[src/rtl/ilm_ecc_pkg.sv]
// Shared definitions for the ILM ECC path: loader FSM encoding, 40-bit ILM word
// layout and the 32-bit SECDED code generator.
package ilm_ecc_pkg;

  typedef enum logic [2:0] {
    IDLE,
    LOAD,
    CLEAR,
    FLUSH,
    DONE
  } ilm_state_e;

  localparam int WORD_W   = 40;
  localparam int DATA_LSB = 0;
  localparam int DATA_W   = 32;
  localparam int ECC_LSB  = 32;
  localparam int ECC_W    = 7;
  localparam int PAD_BIT  = 39;

  // Data bits occupy the non-power-of-two positions 3..38 of a Hamming code word;
  // parity p covers every position whose index has bit p set. Bit 6 is overall parity.
  function automatic logic [6:0] ecc_code_32gen(input logic [31:0] data);
    logic [6:0] ecc;
    logic [4:0] d;
    ecc = '0;
    d   = '0;
    for (logic [5:0] pos = 6'd1; pos <= 6'd38; pos++) begin
      if ((pos & (pos - 6'd1)) != 6'd0) begin
        for (int p = 0; p < 6; p++) begin
          if (pos[p]) ecc[p] = ecc[p] ^ data[d];
        end
        d++;
      end
    end
    ecc[6] = (^data) ^ (^ecc[5:0]);
    return ecc;
  endfunction

endpackage

[src/rtl/ilm_ecc_gen32.sv]
// Combinational SECDED check-bit generator for one 32-bit ILM data word;
// shared between the loader write path and the ILM read-check path.
module ilm_ecc_gen32
  import ilm_ecc_pkg::*;
(
  input  logic [31:0] data,
  output logic [6:0]  ecc
);

  assign ecc = ecc_code_32gen(data);

endmodule

[src/rtl/ilm_ecc_loader.sv]
// ILM initialiser: packs a little-endian byte stream into ECC-protected 40-bit
// words, or zero-fills a word range, writing through a cs/gnt handshake.
module ilm_ecc_loader
  import ilm_ecc_pkg::*;
#(
  parameter int ILM_AW = 14,
  parameter int ILM_DP = 16384
) (
  input  logic              clk,
  input  logic              rst,
  input  logic              start,
  input  logic              clr_mode,
  input  logic [ILM_AW-1:0] base_addr,
  input  logic [ILM_AW:0]   clr_cnt,
  input  logic              s_valid,
  output logic              s_ready,
  input  logic [7:0]        s_byte,
  input  logic              s_last,
  output logic              ram_cs,
  output logic              ram_we,
  output logic [ILM_AW-1:0] ram_addr,
  output logic [39:0]       ram_wdata,
  input  logic              ram_gnt,
  output logic              busy,
  output logic              done,
  output logic              err
);

  localparam logic [ILM_AW:0] LAST_ADDR = (ILM_AW+1)'(ILM_DP - 1);

  ilm_state_e        state, state_nxt;
  logic [ILM_AW-1:0] addr;
  logic [31:0]       word;
  logic [1:0]        lane;
  logic              pend;
  logic              full;
  logic              err_q;
  logic [ILM_AW:0]   remaining;
  logic [6:0]        ecc;
  logic              grant, at_last, over, accept, word_done, base_beyond, clear_go;

  ilm_ecc_gen32 u_ecc (
    .data (word),
    .ecc  (ecc)
  );

  assign at_last     = ({1'b0, addr} == LAST_ADDR);
  assign base_beyond = ({1'b0, base_addr} > LAST_ADDR);
  assign clear_go    = clr_mode && (clr_cnt != '0);
  assign grant       = pend & ram_gnt;
  // Once the last word is granted, any further byte belongs to an overrun word.
  assign over        = full | (grant & at_last);
  assign s_ready     = (state == LOAD) && (!pend || ram_gnt);
  assign accept      = s_valid & s_ready;
  assign word_done   = accept & ~over & ((lane == 2'd3) | s_last);

  assign ram_cs                          = pend;
  assign ram_we                          = pend;
  assign ram_addr                        = addr;
  assign ram_wdata[PAD_BIT]              = 1'b0;
  assign ram_wdata[ECC_LSB +: ECC_W]     = ecc;
  assign ram_wdata[DATA_LSB +: DATA_W]   = word;
  assign busy                            = (state != IDLE);
  assign done                            = (state == DONE);
  assign err                             = err_q;

  always_ff @(posedge clk) begin
    if (rst) state <= IDLE;
    else     state <= state_nxt;
  end

  always_comb begin
    state_nxt = state;
    case (state)
      IDLE: begin
        if (start) begin
          if (clr_mode) state_nxt = (clr_cnt != '0) ? CLEAR : DONE;
          else          state_nxt = LOAD;
        end
      end
      LOAD:  if (accept && s_last) state_nxt = over ? DONE : FLUSH;
      FLUSH: if (grant) state_nxt = DONE;
      CLEAR: begin
        if (!pend || (ram_gnt && ((remaining == (ILM_AW+1)'(1)) || at_last)))
          state_nxt = DONE;
      end
      DONE:    state_nxt = IDLE;
      default: state_nxt = IDLE;
    endcase
  end

  always_ff @(posedge clk) begin
    if (rst) begin
      addr      <= '0;
      word      <= '0;
      lane      <= '0;
      pend      <= 1'b0;
      full      <= 1'b0;
      err_q     <= 1'b0;
      remaining <= '0;
    end else begin
      case (state)
        IDLE: begin
          if (start) begin
            addr      <= base_addr;
            word      <= '0;
            lane      <= '0;
            remaining <= clr_cnt;
            full      <= base_beyond;
            err_q     <= clear_go & base_beyond;
            pend      <= clear_go & ~base_beyond;
          end
        end
        LOAD: begin
          if (grant) begin
            addr <= addr + 1'b1;
            if (at_last) full <= 1'b1;
          end
          pend <= (pend & ~ram_gnt) | word_done;
          if (accept) begin
            if (over) begin
              err_q <= 1'b1;
            end else begin
              // Starting a fresh word clears the upper lanes, so a short tail is zero-padded.
              if (lane == 2'd0) word <= {24'h0, s_byte};
              else              word[{lane, 3'b000} +: 8] <= s_byte;
              lane <= lane + 1'b1;
            end
          end
        end
        FLUSH: begin
          if (grant) begin
            addr <= addr + 1'b1;
            pend <= 1'b0;
          end
        end
        CLEAR: begin
          if (grant) begin
            addr      <= addr + 1'b1;
            remaining <= remaining - 1'b1;
            if (remaining == (ILM_AW+1)'(1)) begin
              pend <= 1'b0;
            end else if (at_last) begin
              pend  <= 1'b0;
              err_q <= 1'b1;
            end
          end
        end
        default: pend <= 1'b0;
      endcase
    end
  end

endmodule

[config.mk]
export PLATFORM = sky130hd
export DESIGN_NAME = ilm_ecc_loader
export DESIGN_NICKNAME = d
export VERILOG_FILES = /design/src/rtl/ilm_ecc_pkg.sv /design/src/rtl/ilm_ecc_gen32.sv /design/src/rtl/ilm_ecc_loader.sv
export SDC_FILE = /design/constraint.sdc
export NUM_CORES = 1
export LEC_CHECK = 0
export BUFFER_PORTS_ARGS = -buffer_cell sky130_fd_sc_hd__buf_4
export CAP_MARGIN = 20
export CORE_ASPECT_RATIO = 0.9
export CORE_MARGIN = 2
export CORE_UTILIZATION = 35
export CTS_CLUSTER_SIZE = 8
export DETAILED_ROUTE_END_ITERATION = 7
export PLACE_DENSITY = 0.63
export SYNTH_ARGS = -nofsm -noshare
export SYNTH_HDL_FRONTEND = slang
export SYNTH_HIERARCHICAL = 1
export SYNTH_SLANG_ARGS = --single-unit
export TNS_END_PERCENT = 10
[constraint.sdc]
create_clock -name clk -period 4.6 [get_ports clk]
set_input_delay 0.23 -clock clk [delete_from_list [all_inputs] [get_ports clk]]
set_output_delay 0.23 -clock clk [all_outputs]
set_load 0.005 [all_outputs]
==> reports/metrics.cfg, run 1 <==
[timing]
maxSlewHeadroom_pct = 40.8
hold_viol_final = 0
clock_skew_ns = 0.00651
min_period_ns = 2.84
finalCritPeriodShare_pct = 61.6
worst-slew-pin-transition_ns = 0.887
final-max-slew-violation-count = 0
max_freq_ghz = 0.353
rsz0062_at_grt = false
finalSetupViolations = 0
tns_ns = 0

[grt]
grt-ovfl-total = 0
grt_pass1_wl_um = 20200
grt_util_met3_pct = 3.10
grt_max_degree = 67
top_usage_layer = met2
antenna_found_initial = 0
grt_util_met2_pct = 27.2
grt_pass1_vias = 3934
grt_usage_pct = 18.3
gr-usage-met1_pct = 26.6

[final_layout]
antenna_cells = 0
regArea_um2 = 1380
final_layout_size_suffix_gt1_share_pct = 25.0
fin_nets = 667
n_fill_cell = 1233
syn_to_final_growth_pct = 25.6
multi_input_area_um2 = 2970

[clock_network]
clock_path_buffers = 2
cts_resized = 0
cts_hold_buf = 0
post_cts.repair.setup_buffers = 0
clock_latency_ns = 0.34
cts_root_buf = clkbuf_16
clock_sink_count = 69
htree_levels = 3
cts_tree = yes
clk_pin_slew_ns = 0.06
numCtsBuffers = 9

[critical_path]
r2r_slack_ns = 1.98
criticalPathCategory = flop to primary output
slowest_stage = xnor3_2
critPathTopFamily = XOR/XNOR gates
cp_cell_sequence = xnor3_2, xor2_2, xnor3_1, xnor3_2, xnor3_1, buf_4
start_kind = flop
worst-path-max-fanout = 5
critPathRequiredTime_ns = 4.37
ff2ff_path_depth = 5
crit_buf_inv = 1
reg2reg_to = word[14]$_SDFFE_PP0P_
end_kind = primary output
worstReg2RegStart = state[0]$_SDFFE_PP0P_
crit_arrival_ns = 2.61
cpPeakStageDelay_ns = 0.50

[min_path]
min_to = word[1]$_SDFFE_PP0P_
hold_depth = 2
min_path_type = primary input to flop
hold_start = s_byte[1]

[job]
drv_cap = 0

[logic_synthesis]
synth_edf_count = 0
ys.flop_type = dfxtp_1
syn_area_um2 = 4550
async_reset_ff_share_pct = 0
syn-num-nets = 586
ys_ff_latch = 69
avgSynthCellArea_um2 = 8.50
ys_types = 69
yosys_warnings = 6
synth-seq-area-share_pct = 30.4
synthCells = 535

[floorplanning]
rows = 39
start_util_pct = 35.8
core-area_um2 = 12700
dieArea_um2 = 13900
die_height_um = 112
die_w_um = 124
io_pins = 104

[place]
io_buffers = 102
hpwl_um = 9270
gp_congestion = 0.850

[detailed_routing]
viasPerCell = 5.56
post_drt_wl_per_cell_um = 16.4
dr.pass1.iters = 5
num_vias = 4368
routed_wl_um = 12900
drc = 0
drt_iter0_markers = 237
antenna_left = 0

[power]
power_w = 0.00320
powerDensity_nw_per_um2 = 561
peakVddDrop_v = 0.000368
leakage_nw = 2.28

[run_status]
status = finished, final reports clean

[metal layers]
metal | part of all wire [%] | routed length (µm) | vias up
met5 | 0 | 0 | -
met4 | 1.7 | 223 | 0
met3 | 6.7 | 856 | 15
met2 | 43 | 5560 | 169
met1 | 48 | 6220 | 2074
li1 | - | - | 2110
[flip-flops by register name (all words and copies together), names as in the netlist]
register   flops
ram_addr      14
state          3
remaining     15
word          32
lane           2
ram_cs         1
full           1
err            1
[report_power, final]
group          switching, W  internal (W)
clock network      0.000283      0.000493
registers          0.000177      0.000709
logic              0.000836      0.000704
[worst max path at each step]
stage                               start                     to  slack, ns  cells past startpoint
floorplan           word[11]$_SDFFE_PP0P_          ram_wdata[38]       2.41                      5
global placement    state[1]$_SDFFE_PP0P_  state[0]$_SDFFE_PP0P_       2.12                      4
detailed placement  state[0]$_SDFFE_PP0P_  word[14]$_SDFFE_PP0P_       2.05                      5
CTS                 word[11]$_SDFFE_PP0P_          ram_wdata[38]       1.78                      6
global route        word[11]$_SDFFE_PP0P_          ram_wdata[38]       1.72                      6
finish              word[11]$_SDFFE_PP0P_          ram_wdata[38]       1.76                      6
[cell type report]
type / count / area share, %
clock buffer: 10 / 4.18
clock inverter: 6 / 1.62
multi-input combinational: 421 / 52.0
tap: 164 / 3.59
sequential: 69 / 24.2
inverter: 10 / 0.657
timing repair buffer: 105 / 13.8
[logic make-up (layout without fill, tap and decap cells)]
family,Yosys count,in the layout,share of synthesized area (%)
AOI/OAI and AO/OA,160,160,23.0
adders and majority gates,7,7,1.93
other,1,1,0.0825
DFF,69,69,30.4
muxes,3,3,0.715
and+or+nand+nor,196,196,24.0
buffers and inverters,45,131,4.37
xor gates and xnor gates,54,54,15.5
[cells in the final DEF (no fill, tap or decap), types with 10 or more instances in the layout]
| cell type | n |
|---|---|
| buf_4 | 105 |
| dfxtp_1 | 69 |
| a21oi_1 | 55 |
| nor2_1 | 38 |
| nand3_1 | 35 |
| o21ai_0 | 31 |
| nand2b_1 | 30 |
| nand2_1 | 28 |
| xnor2_1 | 25 |
| nor3_1 | 14 |
| a22o_1 | 13 |
| xnor3_1 | 11 |
| inv_1 | 10 |
| a22oi_1 | 10 |
[cell usage after synthesis, types with 6 or more instances]
cell type | number | area [µm²]
buf_2 | 8 | 40.0
a21o_1 | 6 | 45.0
a22o_1 | 13 | 114
o31ai_1 | 7 | 52.6
o21ai_0 | 31 | 155
clkbuf_1 | 21 | 78.8
nor3_1 | 14 | 70.1
xnor3_1 | 11 | 248
nand3_1 | 35 | 175
a22oi_1 | 10 | 75.1
xnor2_2 | 6 | 97.6
dfxtp_1 | 69 | 1380
xnor2_1 | 25 | 219
ha_1 | 7 | 87.6
nand2_1 | 28 | 105
a21oi_1 | 55 | 275
a211oi_1 | 8 | 60.1
nand2b_1 | 30 | 188
nor2_1 | 38 | 143
xor2_1 | 9 | 78.8
nor4_1 | 7 | 43.8
inv_1 | 10 | 37.5
[worst reg2reg max path: stages (launching register included)]
cell      delay [ns]
dfxtp_1         0.64
nor3b_4         0.53
a31oi_2         0.24
a211oi_2        0.79
nand3_1         0.18
a21oi_1         0.18
[stage by stage]
stage          hold slack (ns)  setup WS (ns)  utilization, %  cell area [µm²]  instances
2_1_floorplan            0.356           2.41               -             4550        535
3_3_place_gp             0.457           2.12            42.4             5380        769
3_5_place_dp             0.462           2.05            42.4             5380        769
4_1_cts                  0.145           1.78            45.0             5710        785
5_1_grt                  0.161           1.72            45.0             5710        785
6_report                 0.151           1.76            45.0             5710        785
Power figures use the tool's default switching activity.
==> inputs of run 2 (changes only) <==
- ABC_AREA: not set -> 1
- clock period: 4.6 -> 2.6 ns (I/O delays scaled with it)
==> reports/metrics.cfg, run 2 <==
[critical_path]
worstReg2RegStart = ram_addr[0]$_SDFFE_PP0P_
critPathRequiredTime_ns = 2.47  ; -1.90 ns
worst-path-max-fanout = 4  ; -1
start_kind = flop
reg2reg_to = word[3]$_SDFFE_PP0P_
crit_arrival_ns = 2.19  ; -0.42 ns
r2r_slack_ns = 0.55  ; -1.43 ns
criticalPathCategory = flop to primary output
end_kind = primary output
ff2ff_path_depth = 9  ; +4

[final_layout]
mostFrequentLayoutCells = nand2_1, nor2_1, inv_1
final_layout_size_suffix_gt1_share_pct = 17.0  ; -8.0 points
antenna_cells = 0  ; unchanged
final_common_cell = nand2_1
top_register = word
n_fill_cell = 1746  ; +42%
largest_reg_flops = 32  ; unchanged
fin_nets = 1135  ; +70%
syn_to_final_growth_pct = 22.2

[power]
peakVddDrop_v = 0.00131  ; +250%
leakage_nw = 3.47  ; +52%
power_w = 0.00945  ; +200%
powerDensity_nw_per_um2 = 1350  ; +140%

[grt]
grt_pass1_wl_um = 26000  ; +29%
grt_max_degree = 31  ; -54%
antenna_found_initial = 0  ; unchanged
grt_usage_pct = 18.1  ; -0.22 points
grt-ovfl-total = 0  ; unchanged
grt_pass1_vias = 5360  ; +36%

[clock_network]
numCtsBuffers = 9  ; unchanged
cts_root_buf = clkbuf_16
cts_tree = yes
clock_sink_count = 69  ; unchanged
cts_resized = 0  ; unchanged
clk_pin_slew_ns = 0.06  ; about the same
cts_hold_buf = 0  ; unchanged
clock_latency_ns = 0.34  ; about the same
clock_path_buffers = 2  ; unchanged
htree_levels = 3  ; unchanged
post_cts.repair.setup_buffers = 0  ; unchanged

[detailed_routing]
dr.pass1.iters = 5  ; unchanged
routed_wl_um = 15800  ; +23%
drt_iter0_markers = 328  ; +38%
num_vias = 6117  ; +40%
antenna_left = 0  ; unchanged
drc = 0  ; unchanged
viasPerCell = 4.72  ; -15%
post_drt_wl_per_cell_um = 12.2  ; -26%

[logic_synthesis]
ys_types = 41  ; -41%
yosys.area.top_type = dfxtp_1
async_reset_ff_share_pct = 0  ; unchanged
synth_edf_count = 0  ; unchanged
syn-num-nets = 1044  ; +78%
syn_area_um2 = 5740  ; +26%
avgSynthCellArea_um2 = 5.78  ; -32%
yosysTopAreaCellShare_pct = 24.1  ; -6.3 points
ys_ff_latch = 69  ; unchanged
yosys_warnings = 6  ; unchanged
synth.most_common_cell = nand2_1
synth-seq-area-share_pct = 24.1  ; -6.3 points
yosys-top-cells-area = dfxtp_1, nand2_1, nor2_1
ys.flop_type = dfxtp_1
synthTopCellsByCount = nand2_1, nor2_1, inv_1
synthCells = 993  ; +86%

[timing]
hold_viol_final = 0  ; unchanged
min_period_ns = 2.32
fin_ws_ns = 0.279  ; -1.49 ns
rsz0062_at_grt = false
finalSetupViolations = 0  ; unchanged
max_freq_ghz = 0.431
final-max-slew-violation-count = 0  ; unchanged
tns_ns = 0  ; unchanged
finalCritPeriodShare_pct = 89.3
worst-slew-pin-transition_ns = 0.636  ; -0.251 ns
maxSlewHeadroom_pct = 57.5  ; +17 points
clock_skew_ns = 0.00616  ; -0.000356 ns

[min_path]
min_to = remaining[1]$_SDFFE_PP0P_
hold_depth = 3  ; +1
min_path_type = primary input to flop
hold_start = clr_cnt[1]

[floorplanning]
core-area_um2 = 16100  ; +27%
die_height_um = 125  ; +12%
dieArea_um2 = 17400  ; +25%
start_util_pct = 35.7  ; -0.15 points
io_pins = 104  ; unchanged
rows = 44  ; +13%
die_w_um = 139  ; +12%

[place]
post-place-ws_ns = 0.550  ; -1.50 ns
hpwl_um = 12100  ; +31%
gp_congestion = 0.873  ; +2.7%
io_buffers = 102  ; unchanged

[run_status]
status = finished, final reports clean

[job]
drv_cap = 0  ; unchanged

-- run 2: stage by stage --
| step | hold slack [ns] | cell area [µm²] | std cells | util (%) |
|---|---|---|---|---|
| CTS | 0.0451 | 7010 | 1296 | 43.6 |
| floorplan | 0.274 | 5740 | 993 | - |
| global route | 0.0562 | 7010 | 1296 | 43.6 |
| global placement | 0.389 | 6650 | 1280 | 41.4 |
| finish | 0.0462 | 7010 | 1296 | 43.6 |
| detailed placement | 0.405 | 6650 | 1280 | 41.4 |
-- run 2: critical path, cell delays in order (launching register included) --
cell and delay [ns]:
dfxtp_1 0.39, inv_1 0.13, nand2_1 0.08, nand2_1 0.13
inv_1 0.11, nand2_1 0.06, nand2_1 0.07, inv_1 0.04
nand2_1 0.05, nand2_1 0.10, inv_1 0.09, nand2_1 0.06
nand2_2 0.07, nand3_2 0.08, nand2_1 0.09, nand2_1 0.05
nand3_1 0.08, nand2_1 0.05, buf_4 0.12
-- run 2: area by class of cell --
type                            count  area [µm²]  share of cell area [%]
Clock buffer                       11         253                    3.60
Clock inverter                      5         106                    1.52
Inverter                          130         488                    6.96
Multi-Input combinational cell    764        3700                    52.8
Sequential cell                    69        1380                    19.7
Tap cell                          207         259                    3.69
Timing Repair Buffer              110         826                    11.8
-- run 2: worst max-delay path by stage --
stage / startpoint / to / slack (ns) / cells past startpoint
after global placement: ram_addr[0]$_SDFFE_PP0P_ / word[22]$_SDFFE_PP0P_ / 0.63 / 10
after floorplan: lane[0]$_SDFFE_PP0P_ / word[22]$_SDFFE_PP0P_ / 0.50 / 12
final: word[17]$_SDFFE_PP0P_ / ram_wdata[38] / 0.28 / 18
after detailed placement: ram_addr[0]$_SDFFE_PP0P_ / word[14]$_SDFFE_PP0P_ / 0.55 / 10
after CTS: word[10]$_SDFFE_PP0P_ / ram_wdata[38] / 0.26 / 14
after global routing: word[6]$_SDFFE_PP0P_ / ram_wdata[38] / 0.03 / 16
-- run 2: cells by family (layout without fill, tap and decap cells) --
family                     Yosys count  count (layout)  synth area share [%]
adders and majority gates            7               7                  1.53
and+or+nand+nor                    624             624                  46.9
buffers and inverters              160             256                  11.4
AOI/OAI and AO/OA                   92              92                  8.83
other                                1               1                0.0654
DFF                                 69              69                  24.1
xor gates and xnor gates            40              40                  7.15
-- run 2: where the power goes --
group / total, W / internal (W) / switching (W)
registers: 0.00184 / 0.00138 / 0.000459
logic: 0.00614 / 0.00248 / 0.00366
clock network: 0.00147 / 0.000991 / 0.000480
total: 0.00945 / 0.00485 / 0.00460
-- run 2: layer usage --
| layer | GRT usage, % | wire length, µm |
|---|---|---|
| met5 | 0 | 0 |
| met4 | 6.30 | 232 |
| met3 | 3.06 | 890 |
| met2 | 28.2 | 6960 |
| met1 | 25.3 | 7700 |
==> inputs of run 3 (changes only) <==
==> constraint.sdc (replaced) <==
create_clock -name clk -period 2.6 [get_ports clk]
set_input_delay 0.26 -clock clk [delete_from_list [all_inputs] [get_ports clk]]
set_output_delay 0.26 -clock clk [all_outputs]
set_load 0.005 [all_outputs]
==> reports/metrics.cfg, run 3 (synthesis results as in run 2) <==
[job]
drv_cap = 0  ; unchanged

[power]
leakage_nw = 3.44  ; -0.73%
powerDensity_nw_per_um2 = 1320  ; -2.0%
peakVddDrop_v = 0.00114  ; -13%

[final_layout]
final_common_cell = nand2_1
final_layout_size_suffix_gt1_share_pct = 17.8  ; +0.83 points
top_register = word
layoutNonFillerInstCount = 1296  ; unchanged
syn_to_final_growth_pct = 21.3
largest_reg_flops = 32  ; unchanged
mostFrequentLayoutCells = nand2_1, nor2_1, inv_1
antenna_cells = 0  ; unchanged
fin_nets = 1135  ; unchanged

[timing]
rsz0062_at_grt = false
hold_viol_final = 0  ; unchanged
tns_ns = 0  ; unchanged
maxSlewHeadroom_pct = 59.7  ; +2.2 points
clock_skew_ns = 0.00501  ; -0.00115 ns
min_period_ns = 2.37  ; +0.0523 ns
finalSetupViolations = 0  ; unchanged
finalCritPeriodShare_pct = 91.3  ; +2.0 points
final-max-slew-violation-count = 0  ; unchanged
max_freq_ghz = 0.421  ; -2.2%
worst-slew-pin-transition_ns = 0.603  ; -0.0329 ns

[detailed_routing]
routed_wl_um = 15800  ; -0.13%
drt_iter0_markers = 413  ; +26%
antenna_left = 0  ; unchanged
num_vias = 6119  ; +0.033%
viasPerCell = 4.72  ; about the same
dr.pass1.iters = 8  ; +3
drc = 0  ; unchanged
post_drt_wl_per_cell_um = 12.2  ; -0.13%

[critical_path]
cpPeakStageDelay_ns = 0.47  ; +0.08 ns
critPathRequiredTime_ns = 2.34  ; -0.13 ns
crit_start = word[30]$_SDFFE_PP0P_
ff2ff_path_depth = 10  ; +1
crit_path_end = ram_wdata[38]
worst-path-max-fanout = 6  ; +2
cp_cell_sequence = inv_1, nand2_1, nand3b_1, nand2_1, inv_1, nand2_2, nand2_1, nand2_2, nand2_2, nand2_2, nand3_1, nand2_1, nand3_1, nand3_1, nand2_1, buf_4
r2r_slack_ns = 0.49  ; -0.06 ns
reg2reg_to = word[21]$_SDFFE_PP0P_
crit_arrival_ns = 2.11  ; -0.08 ns
end_kind = primary output
worst_path_most_repeated_cell = nand2_1
critPathTopFamily = simple AND/OR/NAND/NOR gates
slowest_stage = dfxtp_1
start_kind = flop
criticalPathCategory = flop to primary output
crit_buf_inv = 3  ; -2
worstReg2RegStart = ram_addr[0]$_SDFFE_PP0P_
cp.depth = 16  ; -2

[clock_network]
cts_root_buf = clkbuf_16
numCtsBuffers = 9  ; unchanged
clock_latency_ns = 0.34  ; about the same
cts_tree = yes
clock_path_buffers = 2  ; unchanged
htree_levels = 3  ; unchanged
cts_hold_buf = 0  ; unchanged
clock_sink_count = 69  ; unchanged
clk_pin_slew_ns = 0.06  ; about the same

[floorplanning]
die_w_um = 139  ; unchanged
rows = 44  ; unchanged
io_pins = 104  ; unchanged
start_util_pct = 35.7  ; unchanged
dieArea_um2 = 17400  ; unchanged
core-area_um2 = 16100  ; unchanged
die_height_um = 125  ; unchanged

[run_status]
status = finished, final reports clean

[place]
dp.cells = 1280  ; unchanged
hpwl_um = 12300  ; +1.1%
io_buffers = 102  ; unchanged
gp_congestion = 0.859  ; -1.6%

[grt]
antenna_found_initial = 0  ; unchanged
grt_max_degree = 34  ; +9.7%
grt_usage_pct = 18.0  ; -0.11 points
grt_pass1_wl_um = 25900  ; -0.45%
grt_pass1_vias = 5411  ; +0.95%
grt-ovfl-total = 0  ; unchanged

[min_path]
min_path_type = primary input to flop

[run 3: worst min path at each step]
| stage | cells after the start | endpoint | start | slack (ns) |
|---|---|---|---|---|
| after floorplan | 2 | remaining[1]$_SDFFE_PP0P_ | clr_cnt[1] | 0.40 |
| after global routing | 3 | remaining[1]$_SDFFE_PP0P_ | clr_cnt[1] | 0.20 |
| after detailed placement | 2 | err$_SDFFE_PP0P_ | err$_SDFFE_PP0P_ | 0.48 |
| after CTS | 3 | remaining[1]$_SDFFE_PP0P_ | clr_cnt[1] | 0.17 |
| final | 3 | remaining[1]$_SDFFE_PP0P_ | clr_cnt[1] | 0.18 |
| after global placement | 2 | err$_SDFFE_PP0P_ | err$_SDFFE_PP0P_ | 0.47 |
[run 3: cell type report]
cell class	instances	area (µm²)
clock buffers	12	246
clock inverters	4	47.5
fillers	1793	9110
inverters	130	488
multi-input cells	764	3700
flip-flops and latches	69	1390
well taps	207	259
repair buffers	110	826
[run 3: where the power goes]
part	switching [W]	internal, W
clock	0.000458	0.000766
combinational	0.00367	0.00248
sequential	0.000447	0.00139
[run 3: stage by stage]
stage	total power, W	setup WS (ns)	hold slack, ns	instance area [µm²]	utilization, %
after floorplan	0.00631	0.501	0.404	5740	-
after global placement	0.00792	0.515	0.471	6650	41.4
after detailed placement	0.00798	0.495	0.480	6650	41.4
after CTS	0.00924	0.147	0.169	6950	43.2
after global routing	0.0103	0.000312	0.202	6960	43.3
final	0.00920	0.227	0.180	6960	43.3
[run 3: repair_timing]
item,4_1_cts,5_1_grt
buffers inserted,0,0
resized for setup,0,11
endpoints found under the setup margin,0,1
[run 3: layer usage]
metal	up-vias	global-route usage, %	routed length [µm]
li1	3250	-	-
met3	15	3.41	869
met2	166	28.8	6990
met4	0	4.16	167
met5	-	0	0
met1	2688	25.1	7730
[run 3: worst reg2reg max path: cells and delay by family, from the launching register on]
family | cells | cell delay (ns)
adder cells (fa/ha/maj) | 1 | 0.20
flip-flops | 1 | 0.39
AND/OR/NAND/NOR | 9 | 1.42
